### src/rtl/pipeline_issue_unit.sv
// Issue stage: buffers packed instruction words in a small FIFO and issues them in order,
// inserting bubbles while a source register is still being written by a recent issue.
module pipeline_issue_unit #(
   parameter int unsigned DEPTH   = 4,
   parameter int unsigned HAZ_WIN = 2
) (
   input  logic        clk,
   input  logic        reset,
   input  logic        in_valid,
   output logic        in_ready,
   input  logic [23:0] in_instr,
   input  logic        pipe_hold,
   input  logic        flush,
   output logic        issue_valid,
   output logic [3:0]  rs1,
   output logic [3:0]  rs2,
   output logic [3:0]  rd,
   output logic [3:0]  func,
   output logic [7:0]  addr,
   output logic [15:0] issue_count,
   output logic [15:0] bubble_count
);

   localparam int unsigned PW = $clog2(DEPTH);
   localparam logic [PW:0] CNT_FULL = (PW+1)'(DEPTH);

   logic [23:0]   r_mem [DEPTH];
   logic [PW-1:0] r_wptr;
   logic [PW-1:0] r_rptr;
   logic [PW:0]   r_count;

   logic          r_sb_v  [HAZ_WIN];
   logic [3:0]    r_sb_rd [HAZ_WIN];

   logic          r_issue_valid;
   logic [3:0]    r_rs1, r_rs2, r_rd, r_func;
   logic [7:0]    r_addr;
   logic [15:0]   r_issue_count;
   logic [15:0]   r_bubble_count;

   logic [23:0]   w_head;
   logic          w_has_head;
   logic          w_full;
   logic          w_hazard;
   logic          w_push;
   logic          w_issue;
   logic          w_bubble;

   assign w_head     = r_mem[r_rptr];
   assign w_has_head = (r_count != '0);
   assign w_full     = (r_count == CNT_FULL);
   assign in_ready   = !w_full;

   always_comb begin
      w_hazard = 1'b0;
      for (int unsigned i = 0; i < HAZ_WIN; i++) begin
         if (r_sb_v[i] && ((r_sb_rd[i] == w_head[15:12]) || (r_sb_rd[i] == w_head[11:8])))
            w_hazard = 1'b1;
      end
      w_hazard = w_hazard && w_has_head;
   end

   assign w_push   = in_valid && !w_full && !flush;
   assign w_issue  = w_has_head && !pipe_hold && !w_hazard && !flush;
   assign w_bubble = w_has_head && !pipe_hold && !flush && w_hazard;

   always_ff @(posedge clk) begin
      if (w_push)
         r_mem[r_wptr] <= in_instr;
   end

   always_ff @(posedge clk) begin
      if (reset || flush) begin
         r_wptr  <= '0;
         r_rptr  <= '0;
         r_count <= '0;
      end else begin
         if (w_push)
            r_wptr <= r_wptr + PW'(1);
         if (w_issue)
            r_rptr <= r_rptr + PW'(1);
         case ({w_push, w_issue})
            2'b10:   r_count <= r_count + 1'b1;
            2'b01:   r_count <= r_count - 1'b1;
            default: r_count <= r_count;
         endcase
      end
   end

   // Shifts every cycle; a non-issue cycle enters as an invalid slot so the window ages out.
   always_ff @(posedge clk) begin
      if (reset || flush) begin
         for (int unsigned i = 0; i < HAZ_WIN; i++) begin
            r_sb_v[i]  <= 1'b0;
            r_sb_rd[i] <= '0;
         end
      end else begin
         r_sb_v[0]  <= w_issue;
         r_sb_rd[0] <= w_head[19:16];
         for (int unsigned i = 1; i < HAZ_WIN; i++) begin
            r_sb_v[i]  <= r_sb_v[i-1];
            r_sb_rd[i] <= r_sb_rd[i-1];
         end
      end
   end

   always_ff @(posedge clk) begin
      if (reset) begin
         r_issue_valid  <= 1'b0;
         r_func         <= '0;
         r_rd           <= '0;
         r_rs1          <= '0;
         r_rs2          <= '0;
         r_addr         <= '0;
         r_issue_count  <= '0;
         r_bubble_count <= '0;
      end else begin
         r_issue_valid <= w_issue;
         if (w_issue) begin
            r_func        <= w_head[23:20];
            r_rd          <= w_head[19:16];
            r_rs1         <= w_head[15:12];
            r_rs2         <= w_head[11:8];
            r_addr        <= w_head[7:0];
            r_issue_count <= r_issue_count + 16'd1;
         end
         if (w_bubble)
            r_bubble_count <= r_bubble_count + 16'd1;
      end
   end

   assign issue_valid  = r_issue_valid;
   assign func         = r_func;
   assign rd           = r_rd;
   assign rs1          = r_rs1;
   assign rs2          = r_rs2;
   assign addr         = r_addr;
   assign issue_count  = r_issue_count;
   assign bubble_count = r_bubble_count;

endmodule

### config.mk
export PLATFORM = sky130hd
export DESIGN_NAME = pipeline_issue_unit
export DESIGN_NICKNAME = d
export VERILOG_FILES = /design/src/rtl/pipeline_issue_unit.sv
export SDC_FILE = /design/constraint.sdc
export NUM_CORES = 1
export LEC_CHECK = 0
export ABC_AREA = 1
export BUFFER_PORTS_ARGS = -buffer_cell sky130_fd_sc_hd__buf_4
export CORE_MARGIN = 5
export CORE_UTILIZATION = 46
export DETAILED_ROUTE_END_ITERATION = 12
export PLACE_DENSITY = 0.73
export SLEW_MARGIN = 20
export SYNTH_ARGS = -nofsm -noshare
export SYNTH_HDL_FRONTEND = slang
export SYNTH_SLANG_ARGS = --single-unit
### constraint.sdc
create_clock -name clk -period 3.15 [get_ports clk]
set_input_delay 0.63 -clock clk [delete_from_list [all_inputs] [get_ports clk]]
set_output_delay 0.63 -clock clk [all_outputs]
set_load 0.01 [all_outputs]
======== Word level (Yosys, flattened, before mapping) ========
Memories as Yosys holds them, arrays and structs flattened. A register that Yosys moved wholly into a read port is not among the register bits.
Cells that the tools add are included.
Widths: inputs -> output; s select.
storage, ports and cells
  register bits ........................... 64
  memory bits (writable) .................. 106
  input port bits ......................... 29
  output and inout port bits .............. 58
  word-level logic and storage cells ...... 64
  memories kept ........................... 3
operators by class
  $add $sub $neg .......................... 6
  equality and inequality tests ........... 7
  muxes and demuxes ....................... 14
  bitwise operators ....................... 4
  reductions and logical operators ........ 19
memories
  memory   depth  bits a word  rd ports  clocked after memory_dff  wr ports  line  source
  r_mem    4      24           1         1                         1         27    logic [23:0] r_mem [DEPTH];
  r_sb_rd  2      4            2         0                         2         33    logic [3:0] r_sb_rd [HAZ_WIN];
  r_sb_v   2      1            2         0                         2         32    logic r_sb_v [HAZ_WIN];
operator list
  cell                   number
  $add 16x1->16 const B  2
  $eq 4x4->1             4
  $logic_and 1x1->1      10
  $mux 1                 9
  $mux 4                 2
  $pmux 3 s2             1
  $add 2x1->2 const B    2
  $logic_not 1->1        4
  $mux 2                 2
  $or 1x1->1             4
  $add 3x1->3 const B    1
  $eq 3x3->1 const B     1
  $logic_or 1x1->1       3
  $reduce_bool 3->1      1
  $sub 3x1->3 const B    1
  $eq 2x1->1 const B     1
  $eq 2x2->1 const B     1
  $reduce_bool 2->1      1

======== Longest topological paths before layout ========
Gate-level depths: netlist of the first run.
  depth in word-level cells ............... 11
  mapped depth ............................ 23
  depth with buffers taken out ............ 20

======== Worst setup path before layout of the first run ========
Ideal clock, no wire load.
  path type ............................... register -> register
  start point ............................. register with a tool-made name
  end point ............................... register r_count[2]
  library setup time ...................... 122 ps
  data arrival time ....................... 2,591 ps
  data required time ...................... 3,028 ps
  setup slack ............................. 437 ps
  cell stages (with the launch flop) ...... 23
  path buffers ............................ 3
  clock period less this slack ............ 2,713 ps
  cell sequence ........................... dfxtp_1 > inv_2 > buf_2 > nand2_1 > nand3_1 > nand2_1 > nand2_1 > nand2_1 > nor2_1 > nand2_1 > nand2_1 > nand2_4 > nand3_4 > buf_6 > buf_4 > inv_1 > ha_1 > inv_1 > fa_1 > a21oi_1 > o21ai_0 > o21ai_0 > a21oi_1
RTL lines
  item                  line  source
  end signal, assigned  83    2'b10: r_count <= r_count + 1'b1;
  end signal, assigned  84    2'b01: r_count <= r_count - 1'b1;
  end signal, assigned  85    default: r_count <= r_count;
  end, declared         30    logic [PW:0] r_count;

==> results of run 1 <==
-- what timing repair did --
action	4_1_cts	5_1_grt
endpoints found under the setup margin	0	13
hold buffers	0	0
hold endpoints to repair	0	0
setup buffers	0	4
resized for setup	0	7
-- cell usage in the layout (no fill, tap or decap), types with 4 or more instances in the layout --
cell,n
ha_1,7
nor2_1,81
o22ai_1,12
inv_6,5
xnor2_1,10
xor2_1,19
nand4_1,17
dfxtp_1,75
nor2_2,5
edfxtp_1,96
clkbuf_16,17
nand2_1,201
o21ai_0,29
a32oi_1,4
nor3_1,8
buf_4,102
inv_1,56
nand3_1,71
a21oi_1,49
-- power breakdown --
| group | total (mW) | internal [mW] | switching [mW] |
|---|---|---|---|
| combinational | 0.174 | 0.0639 | 0.110 |
| clock | 2.17 | 1.27 | 0.897 |
| sequential | 2.41 | 2.40 | 0.0131 |
| total | 4.76 | 3.74 | 1.02 |
-- through the flow --
| stage | util [%] | setup TNS, ns | instance area (um^2) |
|---|---|---|---|
| 2_1_floorplan | - | 0 | 7350 |
| 3_3_place_gp | 52.1 | 0 | 8210 |
| 3_5_place_dp | 52.1 | 0 | 8210 |
| 4_1_cts | 56.0 | 0 | 8820 |
| 5_1_grt | 56.2 | -0.00315 | 8870 |
| 6_report | 56.2 | 0 | 8870 |
-- worst max-delay path, delay by kind of cell (launching register included) --
family | cells | cell delay (ns)
adder cells (fa/ha/maj) | 2 | 0.50
buffers and inverters | 3 | 0.37
AO/OA/AOI/OAI | 4 | 0.46
flip-flops | 1 | 0.44
AND/OR/NAND/NOR | 9 | 0.87
-- path summary, 6_finish.rpt --
path                           to       startpoint  depth (start not counted)
setup reg to reg       r_count[2]             flop                         18
hold reg to reg   issue_count[14]  issue_count[14]                          2
setup / recovery       r_count[2]             flop                         18
hold / removal       r_mem[2][20]     in_instr[20]                          1
-- cells by family after synthesis --
family,count (synthesis),synth area share (%)
DFF,172,59.9
buffers and inverters,94,5.33
AOI/OAI and AO/OA,96,7.08
adders and majority gates,8,1.46
xor gates and xnor gates,29,3.46
and+or+nand+nor,393,22.7
-- registers in the layout (all words and copies together) (netlist names), 3 cells and up, named ones only --
register and cells:
rs1 4, func 4, rd 4, rs2 4, bubble_count 16, issue_count 16
addr 8, r_sb_rd 8, r_mem 96, r_count 3
-- routing by layer --
layer	GRT usage (%)	share of wire [%]	wire length (um)
met1	23.2	44	7130
met5	0	0	0
met2	30.1	48	7760
met4	5.99	1.3	207
met3	4.59	6.0	970
-- layout make-up --
cell class	count	area [um^2]
Fill cell	1385	6900
Sequential cell	172	4410
Multi-Input combinational cell	526	2580
Timing Repair Buffer	103	777
Clock buffer	19	433
Tap cell	216	270
Inverter	59	226
Clock inverter	13	179
-- synthesized netlist by cell type (8+ instances only) --
library cell    n
nand4_1        17
nand2_1       201
buf_2          10
clkbuf_1       18
a21oi_1        49
xor2_1         19
inv_1          56
o21ai_0        29
dfxtp_1        76
nand3_1        72
nor2_1         85
edfxtp_1       96
nor3_1          8
o22ai_1        12
xnor2_1        10
==> flow_metrics.env, run 1 <==
export IMPL_outcome="complete, no violations"
export IMPL_cts_tree="done"
export IMPL_syn_to_final_growth_pct=20.7
export IMPL_required_ns=3.46
export IMPL_post_synth_top_area_cell="edfxtp_1"
export IMPL_hold_slack_ns=0.396
export IMPL_ys_seq_elements=172
export IMPL_syn_area_um2=7350
export IMPL_worst_slew_pin_slew_ns=0.612
export IMPL_crit_path_start_kind="flop"
export IMPL_pin_count=87
export IMPL_place_gp_congestion=0.816
export IMPL_hold_viol_final=0
export IMPL_synth_edf_count=96
export IMPL_syn_nets=829
export IMPL_vias=5564
export IMPL_setup_violations_final=0
export IMPL_first_global_vias=5245
export IMPL_rows=46
export IMPL_holdCritPathClass="input pin to flop"
export IMPL_synthArstFlopShare_pct=0
export IMPL_skew_ns=0.00556
export IMPL_ys_seq_area_share_pct=59.9
export IMPL_peakVddDrop_mv=0.424
export IMPL_ys_types=31
export IMPL_nets=916
export IMPL_cts_buffer_depth=2
export IMPL_core_area_um2=15800
export IMPL_antenna_found_initial=0
export IMPL_placed_cells=1072
export IMPL_routed_wirelength_mm=16.1
export IMPL_clkSinkCount=172
export IMPL_grt_overflow=0
export IMPL_synth_top_area_share_pct=39.2
export IMPL_clockRootBuffer="clkbuf_16"
export IMPL_finalMaxSlewViolations=0
export IMPL_period_minus_slack_ns=2.77
export IMPL_die_w_um=136
export IMPL_num_antenna_cells=0
export IMPL_synthFlopType="edfxtp_1"
export IMPL_p_total_mw=4.76
export IMPL_cpPeakStageDelay_ns=0.44
export IMPL_instances_no_fill=1108
export IMPL_synthCells=792
export IMPL_critPathMostFrequentCell="nand2_1"
export IMPL_clock_fmax_mhz=362
export IMPL_cts_htree_levels=4
export IMPL_fin_ws_ns=0.384
export IMPL_synth_top_cells_by_area="edfxtp_1 (39%), dfxtp_1 (21%), nand2_1 (10%), nand3_1 (4.9%), nor2_1 (4.3%)"
export IMPL_cp_slowest_cell="dfxtp_2"
export IMPL_cp_end_kind="flop"
export IMPL_hpwl_mm=10.5
export IMPL_die_height_um=136
export IMPL_power_density_nw_per_um2=536
export IMPL_drt_initial_drc_count=474
export IMPL_antenna_left=0
export IMPL_initial_core_util_pct=46.6
export IMPL_rrSetupSlack_ns=0.38
export IMPL_viasPerCell=5.02
export IMPL_grt_pass1_wl_mm=26.1
export IMPL_cts_clk_slew_worst_paths_ns=0.07
export IMPL_fp_dieArea_um2=18600
export IMPL_grt_max_degree=60
export IMPL_syn_area_per_cell_um2=9.28
export IMPL_crit_chain="buf_4 -> nand2_1 -> nand3_1 -> nand3_1 -> nand2_1 -> nor2_1 -> nand2_1 -> nand2_1 -> nand2_4 -> nand3_4 -> inv_1 -> ha_1 -> inv_1 -> fa_1 -> a21oi_1 -> o21ai_0 -> o21ai_0 -> a21oi_1"
export IMPL_maxCapViolCount=0
export IMPL_cp_arrival_ns=3.08
export IMPL_io_buffers=86
export IMPL_clk_latency_ns=0.43
export IMPL_drc=0
export IMPL_slew_headroom_pct=59.2
export IMPL_drive_above_1_share_pct=16.6
export IMPL_drt_first_pass_iters=5
export IMPL_cts_buffers=17
export IMPL_wl_per_cell_um=14.5
export IMPL_globalRouteTotalUtil_pct=18.1
export IMPL_yosys_warnings=0
export IMPL_critPathMaxFanout=17
export IMPL_period_share_pct=87.8
export IMPL_p_leak_nw=3.53
export IMPL_dp_worst_setup_slack_ns=0.234
export IMPL_crit_type="flop to flop"
Power figures use the tool's default switching activity.
==> inputs of run 2 (changes only) <==
==> constraint.sdc (replaced) <==
create_clock -name clk -period 2.8 [get_ports clk]
set_input_delay 0.56 -clock clk [delete_from_list [all_inputs] [get_ports clk]]
set_output_delay 0.56 -clock clk [all_outputs]
set_load 0.01 [all_outputs]
==> flow_metrics.env, run 2 (synthesis gave the netlist of run 1 again) <==
export IMPL_cpPeakStageDelay_ns=0.38
export IMPL_die_height_um=136
export IMPL_cts_clk_slew_worst_paths_ns=0.07
export IMPL_rrSetupSlack_ns=0.26
export IMPL_worst_slew_pin_slew_ns=0.631
export IMPL_setup_violations_final=0
export IMPL_die_w_um=136
export IMPL_period_minus_slack_ns=2.54
export IMPL_crit_path_start_kind="flop"
export IMPL_nets=915
export IMPL_routed_wirelength_mm=16.2
export IMPL_antenna_left=0
export IMPL_power_density_nw_per_um2=595
export IMPL_crit_chain="buf_12 -> nand2_1 -> nand3_1 -> nand2_1 -> nand2_1 -> nand2_1 -> nor2_1 -> nand2_1 -> nand2_1 -> nand2_4 -> nand3_4 -> inv_1 -> ha_1 -> inv_1 -> fa_1 -> a21oi_1 -> o21ai_1 -> o21ai_1 -> a21oi_1"
export IMPL_drive_above_1_share_pct=16.7
export IMPL_placed_area_um2=8250
export IMPL_regMostFlops="r_mem"
export IMPL_grt_max_degree=60
export IMPL_clock_fmax_mhz=393
export IMPL_layout_common_cells="nand2_1 (201), buf_4 (98), edfxtp_1 (96)"
export IMPL_cp_slowest_cell="dfxtp_4"
export IMPL_clockRootBuffer="clkbuf_16"
export IMPL_largest_reg_flops=96
export IMPL_maxCapViolCount=0
export IMPL_post_cts_buffers=0
export IMPL_path_depth=19
export IMPL_crit_type="flop to flop"
export IMPL_syn_to_final_growth_pct=21.2
export IMPL_wl_per_cell_um=14.7
export IMPL_r2r_end="r_count[2]"
export IMPL_finalSetupTns_ns=0
export IMPL_cp_end_kind="flop"
export IMPL_ctsHoldBuffers=0
export IMPL_cts_tree="done"
export IMPL_required_ns=3.11
export IMPL_drt_first_pass_iters=5
export IMPL_peakVddDrop_mv=0.437
export IMPL_num_antenna_cells=0
export IMPL_grt_overflow=0
export IMPL_worst_r2r_path_depth=19
export IMPL_antenna_found_initial=0
export IMPL_rsz0062_at_grt="false"
export IMPL_finalMaxSlewViolations=0
export IMPL_grt_pass1_wl_mm=26.2
export IMPL_cts_htree_levels=4
export IMPL_crit_end="r_count[2]"
export IMPL_critPathMaxFanout=17
export IMPL_vias=5617
export IMPL_first_global_vias=5261
export IMPL_final_common_cell="nand2_1"
export IMPL_skew_ns=0.00924
export IMPL_critPathBufInv=3
export IMPL_hpwl_mm=10.6
export IMPL_io_buffers=86
export IMPL_hold_viol_final=0
export IMPL_critPathMostFrequentCell="nand2_1"
export IMPL_core_area_um2=15800
export IMPL_drc=0
export IMPL_pin_count=87
export IMPL_cts_buffer_depth=2
export IMPL_slew_headroom_pct=57.9
export IMPL_viasPerCell=5.07
export IMPL_p_leak_nw=3.55
export IMPL_holdCritPathClass="input pin to flop"
export IMPL_rows=46
export IMPL_crit_family="simple AND/OR/NAND/NOR gates"
export IMPL_cts_buffers=17
export IMPL_period_share_pct=90.8
export IMPL_clkSinkCount=172
export IMPL_place_gp_congestion=0.861
export IMPL_globalRouteTotalUtil_pct=18.1
export IMPL_outcome="complete, no violations"
export IMPL_drt_initial_drc_count=306
export IMPL_cp_arrival_ns=2.86
export IMPL_design_area_um2=8900
export IMPL_initial_core_util_pct=46.6
export IMPL_fp_dieArea_um2=18600
export IMPL_clk_latency_ns=0.43
==> run 2: cell types whose count changed in the layout (fill, tap and decap cells not counted), sizes merged <==
cell      change
clkinv        +3
clkinvlp      -1
buf           -1
inv           -3
clkbuf        +1
==> run 2: how the worst min path moves through the flow <==
stage	start	endpoint	slack, ns	cells after the start
after global placement	r_sb_v[0][0]	r_sb_v[0][1]	0.45	2
final	in_instr[7]	r_mem[1][7]	0.33	1
after floorplan	r_sb_v[0][0]	r_sb_v[0][1]	0.44	2
after detailed placement	r_sb_v[0][0]	r_sb_v[0][1]	0.46	2
after global routing	in_instr[1]	r_mem[1][1]	0.31	1
after CTS	in_instr[7]	r_mem[1][7]	0.32	1
==> run 2: cell type report <==
type | instances | area, um^2
fill | 1410 | 6870
sequential | 172 | 4410
multi-input combinational | 526 | 2590
timing repair buffer | 102 | 811
clock buffer | 20 | 437
tap | 216 | 270
inverter | 59 | 229
clock inverter | 12 | 160
==> run 2: metal layers <==
metal | vias up | GRT usage [%] | routed length [um]
met1 | 2615 | 23.5 | 7040
li1 | 2831 | - | -
met3 | 24 | 4.29 | 944
met5 | - | 0 | 0
met2 | 147 | 29.1 | 7880
met4 | 0 | 7.67 | 371
==> run 2: where the power goes <==
group	internal [mW]	switching, mW	total (mW)
clock network	1.41	0.972	2.39
logic	0.0735	0.125	0.199
registers	2.70	0.0137	2.71
total	4.19	1.11	5.30
==> run 2: stage by stage <==
| stage | util [%] | worst slack [ns] | instances | total power, mW | hold WS [ns] |
|---|---|---|---|---|---|
| after detailed placement | 52.3 | 0.109 | 1075 | 2.97 | 0.461 |
| after global placement | 52.3 | 0.170 | 1075 | 2.96 | 0.455 |
| after global routing | 56.5 | 0.0179 | 1107 | 5.47 | 0.314 |
| after CTS | 56.1 | 0.0927 | 1107 | 5.35 | 0.316 |
| after floorplan | - | 0.0867 | 792 | 2.87 | 0.444 |
| final | 56.5 | 0.258 | 1107 | 5.30 | 0.334 |
==> run 2: timing repair <==
| item | CTS | global route |
|---|---|---|
| setup endpoints to repair | 0 | 6 |
| hold endpoints to repair | 0 | 0 |
| gates resized for setup | 0 | 21 |
==> inputs of run 3 (changes only) <==
--- a/config.mk
+++ b/config.mk
@@ -6,11 +6,11 @@
 export NUM_CORES = 1
 export LEC_CHECK = 0
 export ABC_AREA = 1
-export BUFFER_PORTS_ARGS = -buffer_cell sky130_fd_sc_hd__buf_4
 export CORE_MARGIN = 5
-export CORE_UTILIZATION = 46
+export CORE_UTILIZATION = 55
 export DETAILED_ROUTE_END_ITERATION = 12
-export PLACE_DENSITY = 0.73
+export DONT_BUFFER_PORTS = 1
+export PLACE_DENSITY = 0.78
 export SLEW_MARGIN = 20
 export SYNTH_ARGS = -nofsm -noshare
 export SYNTH_HDL_FRONTEND = slang
==> constraint.sdc (replaced) <==
create_clock -name clk -period 2.7 [get_ports clk]
set_input_delay 0.54 -clock clk [delete_from_list [all_inputs] [get_ports clk]]
set_output_delay 0.54 -clock clk [all_outputs]
set_load 0.01 [all_outputs]
==> flow_metrics.env, run 3 (synthesis gave the netlist of run 1 again) <==
export IMPL_outcome="complete, no violations"
export IMPL_cts_htree_levels=4
export IMPL_regMostFlops="r_mem"
export IMPL_cts_buffers=17
export IMPL_grt_overflow=0
export IMPL_power_density_nw_per_um2=647
export IMPL_required_ns=3.07
export IMPL_core_area_um2=13200
export IMPL_largest_reg_flops=96
export IMPL_grt_max_degree=38
export IMPL_finalSetupTns_ns=0
export IMPL_initial_core_util_pct=55.7
export IMPL_slew_headroom_pct=56.4
export IMPL_final_common_cell="nand2_1"
export IMPL_peakVddDrop_mv=0.492
export IMPL_placed_area_um2=7540
export IMPL_drive_above_1_share_pct=10.3
export IMPL_crit_path_start_kind="flop"
export IMPL_hold_viol_final=0
export IMPL_p_leak_nw=3.11
export IMPL_viasPerCell=5.54
export IMPL_ctsHoldBuffers=0
export IMPL_pin_count=87
export IMPL_crit_end="func[1]"
export IMPL_clkSinkCount=172
export IMPL_clk_latency_ns=0.43
export IMPL_period_share_pct=92.3
export IMPL_clockRootBuffer="clkbuf_16"
export IMPL_post_cts_buffers=0
export IMPL_rrSetupSlack_ns=0.21
export IMPL_fp_dieArea_um2=15800
export IMPL_vias=5430
export IMPL_cts_tree="done"
export IMPL_num_antenna_cells=0
export IMPL_setup_violations_final=0
export IMPL_skew_ns=0.0126
export IMPL_first_global_vias=5286
export IMPL_crit_type="flop to flop"
export IMPL_grt_pass1_wl_mm=26.4
export IMPL_design_area_um2=8240
export IMPL_finalMaxSlewViolations=0
export IMPL_holdCritPathClass="input pin to flop"
export IMPL_antenna_left=0
export IMPL_rows=42
export IMPL_worst_r2r_path_depth=15
export IMPL_globalRouteTotalUtil_pct=20.9
export IMPL_critPathMaxFanout=37
export IMPL_routed_wirelength_mm=16.4
export IMPL_wl_per_cell_um=16.7
export IMPL_period_minus_slack_ns=2.49
export IMPL_cp_end_kind="flop"
export IMPL_cts_buffer_depth=2
export IMPL_drc=0
export IMPL_syn_to_final_growth_pct=12.1
export IMPL_die_height_um=126
export IMPL_cts_resized=0
export IMPL_hpwl_mm=10.7
export IMPL_nets=829
export IMPL_die_w_um=126
export IMPL_cts_clk_slew_worst_paths_ns=0.07
export IMPL_worst_slew_pin_slew_ns=0.654
export IMPL_io_buffers=0
export IMPL_cp_arrival_ns=2.86
export IMPL_clock_fmax_mhz=401
export IMPL_maxCapViolCount=0
export IMPL_drt_initial_drc_count=462
export IMPL_antenna_found_initial=0
export IMPL_place_gp_congestion=0.883
export IMPL_r2r_end="func[1]"
export IMPL_fin_util_pct=62.5
export IMPL_drt_first_pass_iters=5
export IMPL_layout_common_cells="nand2_1 (199), edfxtp_1 (96), nor2_1 (81)"
export IMPL_p_total_mw=5.33
run 3: cell count changes in the layout (fill, tap and decap cells not counted), moves of 2 or more:
cell	delta
buf_12	-2
buf_4	-83
bufinv_16	-2
clkbuf_1	-3
inv_8	+3
nand2_1	-2
nand2_2	+2
nand3_1	-13
nand3_2	+13
run 3: cell type report:
type	count	area (um^2)
Sequential cell	172	4410
Fill cell	1019	4950
Clock buffer	17	425
Tap cell	176	220
Inverter	59	229
Multi-Input combinational cell	526	2670
Timing Repair Buffer	16	133
Clock inverter	15	158
run 3: where the power goes:
part / internal [mW] / leakage [nW] / switching, mW
combinational: 0.0420 / 1.34 / 0.0970
sequential: 2.80 / 1.49 / 0.0198
clock: 1.31 / 0.283 / 1.07
total: 4.15 / 3.11 / 1.19
run 3: how the worst min path moves through the flow:
stage | from | to | slack, ns | cells after the start
after detailed placement | r_sb_v[0][0] | r_sb_v[0][1] | 0.48 | 2
final | reset | bubble_count[10] | 0.17 | 1
after floorplan | r_sb_v[0][0] | r_sb_v[0][1] | 0.44 | 2
after CTS | reset | issue_count[6] | 0.15 | 1
after global routing | reset | issue_count[6] | 0.16 | 1
after global placement | r_sb_v[0][0] | r_sb_v[0][1] | 0.45 | 2
run 3: per-stage QoR:
| step | instances | hold slack, ns | setup slack, ns |
|---|---|---|---|
| finish | 981 | 0.174 | 0.207 |
| global route | 981 | 0.158 | -0.0168 |
| CTS | 981 | 0.155 | 0.0791 |
| detailed placement | 949 | 0.476 | 0.0866 |
| global placement | 949 | 0.454 | 0.180 |
| floorplan | 792 | 0.444 | 0.0171 |
run 3: worst max-delay path, cell delays in order (launching register included):
cell     delay, ns
dfxtp_4       0.37
buf_12        0.15
nand2_1       0.10
nand3_2       0.12
nand2_1       0.10
nand2_1       0.05
nand2_1       0.06
nor2_1        0.05
nand2_1       0.06
nand2_1       0.08
nand2_4       0.09
nand3_4       0.07
buf_4         0.28
nor2_2        0.55
nand2_1       0.19
nand2_1       0.09
run 3: metal layers:
layer	share of wire [%]	vias to the layer above	global-route usage, %	wire length, um
met1	40	2547	25.1	6630
met3	8.2	28	7.46	1340
met5	0	-	0	0
met2	50	187	35.1	8140
met4	1.9	0	7.14	316
li1	-	2668	-	-
